[src/rtl/sync_debounce_pkg.sv]
// sync_debounce_pkg: shared constants and counter-width helper for sync_debounce
package sync_debounce_pkg;
  localparam int DEFAULT_MAX_COUNT = 500000;
  localparam int DEFAULT_SYNC_STAGES = 2;
  localparam int EVENT_CNT_W = 16;
  function automatic int cnt_width(input int max);
    return $clog2(max + 1);
  endfunction
endpackage

[src/rtl/sync_debounce_sync_chain.sv]
// sync_chain: plain flop shift register bringing an asynchronous bit into the clock domain
module sync_chain #(
  parameter int STAGES = 2
) (
  input  logic clock,
  input  logic reset_n,
  input  logic d,
  output logic q
);
  logic [STAGES-1:0] ff;
  always_ff @(posedge clock or negedge reset_n)
    if (!reset_n) ff <= '0;
    else ff <= {ff[STAGES-2:0], d};
  assign q = ff[STAGES-1];
endmodule

[src/rtl/sync_debounce.sv]
// sync_debounce: synchroniser + counter debouncer with change/rise/fall pulses
// Optional event_cnt output when SYNC_DEBOUNCE_EVENT_CNT_EN is defined.
module sync_debounce
  import sync_debounce_pkg::*;
#(
  parameter int max_count = DEFAULT_MAX_COUNT,
  parameter int SYNC_STAGES = DEFAULT_SYNC_STAGES
) (
  input  logic clock,
  input  logic reset_n,
  input  logic in,
  output logic out,
  output logic edj,
  output logic rise,
  output logic fall
`ifdef SYNC_DEBOUNCE_EVENT_CNT_EN
  ,
  output logic [EVENT_CNT_W-1:0] event_cnt
`endif
);
  localparam int CW = cnt_width(max_count);
  localparam logic [CW-1:0] LAST = CW'(max_count - 1);
  logic s;
  logic hit;
  logic [CW-1:0] cnt;
  sync_chain #(.STAGES(SYNC_STAGES)) u_sync (
    .clock(clock),
    .reset_n(reset_n),
    .d(in),
    .q(s)
  );
  // The counter never passes LAST, so equality is the whole qualification test.
  assign hit = (s != out) && (cnt == LAST);
  always_ff @(posedge clock or negedge reset_n)
    if (!reset_n) begin
      cnt <= '0;
      out <= 1'b0;
      edj <= 1'b0;
      rise <= 1'b0;
      fall <= 1'b0;
    end else begin
      cnt <= (s == out || hit) ? '0 : cnt + CW'(1);
      out <= hit ? s : out;
      edj <= hit;
      rise <= hit & s;
      fall <= hit & ~s;
    end
`ifdef SYNC_DEBOUNCE_EVENT_CNT_EN
  always_ff @(posedge clock or negedge reset_n)
    if (!reset_n) event_cnt <= '0;
    else event_cnt <= event_cnt + EVENT_CNT_W'(edj);
`endif
endmodule

[config.mk]
export PLATFORM = sky130hd
export DESIGN_NAME = sync_debounce
export DESIGN_NICKNAME = d
export VERILOG_FILES = /design/src/rtl/sync_debounce_pkg.sv /design/src/rtl/sync_debounce_sync_chain.sv /design/src/rtl/sync_debounce.sv
export SDC_FILE = /design/constraint.sdc
export NUM_CORES = 1
export LEC_CHECK = 0
export ABC_CLOCK_PERIOD_IN_PS = 2550
export CORE_UTILIZATION = 55
export CTS_CLUSTER_DIAMETER = 200
export CTS_CLUSTER_SIZE = 24
export DETAILED_ROUTE_END_ITERATION = 8
export DONT_BUFFER_PORTS = 1
export GPL_TIMING_DRIVEN = 1
export PLACE_DENSITY = 0.7
export SLEW_MARGIN = 20
export SYNTH_ARGS = -nofsm -noshare
export SYNTH_HDL_FRONTEND = slang
export SYNTH_SLANG_ARGS = --single-unit
[constraint.sdc]
create_clock -name clock -period 2.55 [get_ports clock]
set_input_delay 0.255 -clock clock [delete_from_list [all_inputs] [get_ports clock]]
set_output_delay 0.255 -clock clock [all_outputs]
set_load 0.02 [all_outputs]
==> impl_summary.log <==
[metrics] run status: finished, final reports clean
[metrics] transition time at the pin with the least slew margin: 0.543 ns
[metrics] critical setup path kind: flip-flop to flip-flop
[metrics] worst IR drop on VDD: approximately 270 uV
[metrics] violation count after the first detailed-routing iteration: 16
[metrics] share of flip-flops with an asynchronous set or reset after synthesis: 1.00
[metrics] P&R area growth vs syn: 6.73%
[metrics] combined area of all synthesized cells: 1190 um^2
[metrics] Worst EP required: 2.76 ns
[metrics] GP Congestion: 0.821
[metrics] CP Cell Sequence: nor4_2 > nand4_2 > o41ai_4 > buf_4 > a21oi_1
[metrics] path type of the worst min-delay path: flip-flop to flip-flop
[metrics] Reg clk slew, reported paths: around 0.12 ns
[metrics] Most used DFF post-synth: dfrtp_1
[metrics] # clock sinks: 25
[metrics] Post-Synthesis Cells: 109
[metrics] H-tree depth: 1
[metrics] TritonCTS clock tree: done
[metrics] first-pass detailed-route iteration total: 4
[metrics] crit path max-delay cell type: o41ai_4
[metrics] Inserted Clock Buffers: 3
[metrics] Initial Util: 0.594
[metrics] core outline area: 2000 um^2
[metrics] DRC violation count after routing: 0
[metrics] final critical path time including I/O delays and setup: 2.01 ns
[metrics] maximum number of buffers from clock root to sink: 2
[metrics] fraction of final layout cells with drive strength greater than 1: 0.139
[metrics] quantity of I/O buffers inserted on ports: 0
[metrics] worst stage delay on the critical path: 0.61 ns
[metrics] share of the yosys chip area belonging to registers: 0.526
[metrics] first-pass GRT wire length: 3550 um
[metrics] setup repair after global routing missed its margin: false
[metrics] number of global-route vias before repair: 808
[metrics] Final Setup Violations: 0
[metrics] flops & latches, synth: 25
[metrics] Clock Tree Root: clkbuf_4
[metrics] Via Count: 819
[metrics] largest net degree at the start of global routing: 26
[metrics] Post CTS Setup Buffer Count: 0
[metrics] unique cell type count in the Yosys netlist: 31
[metrics] number of nets still failing antenna checks after routing: 0
[metrics] number of maximum-capacitance constraint violations: 0
[metrics] sequential cell area in the final layout: 626 um^2
[metrics] final HPWL from detailed placement: 1480 um
[metrics] Via density: between 5 and 6
[metrics] most frequent cells in the layout: dfrtp_1 (25), nor2_1 (16), nand3_1 (7), xnor2_1 (7), xor2_1 (6)
[metrics] n_diodes: 0
[metrics] die height: just under 50 um
[metrics] maximum fanout encountered on the critical timing path: 11
[metrics] final worst path period share: 0.789
[metrics] Layout Skew: 0.00323 ns
[metrics] routed wire length: 2050 um
[metrics] # rows: 16
[metrics] I/O Pins: 7
[metrics] number of hold violations in the final report: 0
[metrics] Avg Synthesized Cell Area: 10.9 um^2
[metrics] Pwr Total: slightly above 600 uW
[metrics] remaining global-route overflow: 0
[metrics] data arrival time of the critical path: 2.22 ns
[metrics] Post-synth EDFFs: 0
[metrics] leakage power figure: 0.540 nW
[metrics] number of antenna violations at the first check in global routing: 0
[metrics] area enclosed by the die boundary: between 2000 and 2500 um^2
[metrics] Yosys warning count: 0
[metrics] final net count: 120
[metrics] Max Clk Rate: 497 MHz
[metrics] Die Wd: 48.5 um
[metrics] Mapped Nets: 113
[metrics] Setup TNS Final: 0 ns
[metrics] remaining max-slew budget at the tightest pin: 0.638
[metrics] number of fill cells in the layout: 158
[metrics] startpoint class of the critical path: flip-flop
[metrics] max-slew violations: 0
[metrics] area of the multi-input gates: 544 um^2
[metrics] Routed WL per cell: 14.4 um
[metrics] Overall Global Routing Usage: 0.198
[metrics] cts repair resizes: 0
[metrics] power per unit of standard cell area: 477 nW/um^2
[metrics] crit path capture type: flip-flop
[metrics] clock network latency to the later pin of the worst-skew pair: around 0.32 ns
[metrics] commonest non-fill, non-tap cell in the layout: dfrtp_1
==> registers in the layout (all words and copies together), names as in the netlist <==
name / cells
out: 1
u_sync.ff: 2
cnt: 19
fall: 1
edj: 1
rise: 1
==> kinds of logic (layout without fill, tap and decap cells) <==
logic type	count (synthesis)	after routing	synth area share
AOI/OAI and AO/OA	11	11	0.0673
xor gates and xnor gates	13	13	0.0957
adders and majority gates	1	1	0.0105
buffers and inverters	4	10	0.0168
DFF	25	25	0.526
muxes	1	1	0.0126
and+or+nand+nor	54	54	0.271
==> worst max-delay path: cells and delay by family (launching register included) <==
kind	cells	cell delay (ns)
and+or+nand+nor	2	0.50
buffers and inverters	1	0.28
DFF	1	0.46
AOI/OAI and AO/OA	2	0.67
==> path summary, 6_finish.rpt <==
path	cells after the start	slack, ns	end	startpoint
worst min register to register	0	0.38	u_sync.ff[1]	u_sync.ff[0]
min in group asynchronous	2	0.44	cnt[16]	reset_n
worst max register to register	5	0.54	cnt[13]	cnt[9]
worst max-delay path	5	0.54	cnt[13]	cnt[9]
worst min-delay path	0	0.38	u_sync.ff[1]	u_sync.ff[0]
max in group asynchronous	2	1.75	cnt[7]	reset_n
==> final cells by class <==
| cell class | instances | area share |
|---|---|---|
| repair buffers | 4 | 0.0256 |
| well taps | 27 | 0.0266 |
| inverters | 2 | 0.00591 |
| multi-input cells | 80 | 0.429 |
| flip-flops and latches | 25 | 0.493 |
| clock buffers | 4 | 0.0207 |
==> synthesized netlist by cell type, types with 4 or more instances <==
library cell / instances / share of area
a21oi_1: 5 / 0.021
dfrtp_1: 25 / 0.53
nand2_1: 5 / 0.016
nand3_1: 7 / 0.029
nand4_1: 4 / 0.021
nor2_1: 16 / 0.050
o21ai_0: 4 / 0.017
or3_1: 4 / 0.021
xnor2_1: 7 / 0.052
xor2_1: 6 / 0.044
==> per-stage QoR <==
step	cells	util	area (um^2)	worst slack (ns)	hold WS (ns)
floorplan	109	-	1190	0.689	-0.0406
global placement	135	0.609	1220	0.599	-0.0401
detailed placement	135	0.609	1220	0.553	-0.0401
CTS	141	0.632	1260	0.542	0.383
global route	142	0.634	1270	0.416	0.392
finish	142	0.634	1270	0.538	0.375
==> layer usage <==
| layer | vias to the layer above | routed length, um | global-route usage | part of all wire |
|---|---|---|---|---|
| met1 | 405 | 1010 | 0.264 | 0.49 |
| met4 | 0 | 48 | 0.108 | 0.023 |
| met3 | 5 | 34 | 0.0189 | 0.017 |
| met2 | 11 | 957 | 0.322 | 0.47 |
| met5 | - | 0 | 0 | 0 |
| li1 | 398 | - | - | - |
==> what timing repair did <==
action,in CTS,in global routing
endpoints found under the hold margin,26,25
setup endpoints to repair,0,0
hold buffers,2,1
==> report_power, final <==
part           total [mW]  internal, mW  switching [mW]  leakage (nW)
Sequential          0.408         0.402         0.00596         0.342
Clock               0.172        0.0612           0.111        0.0150
Combinational      0.0262       0.00972          0.0165         0.183
No activity file was read; power rests on OpenSTA's default activity.
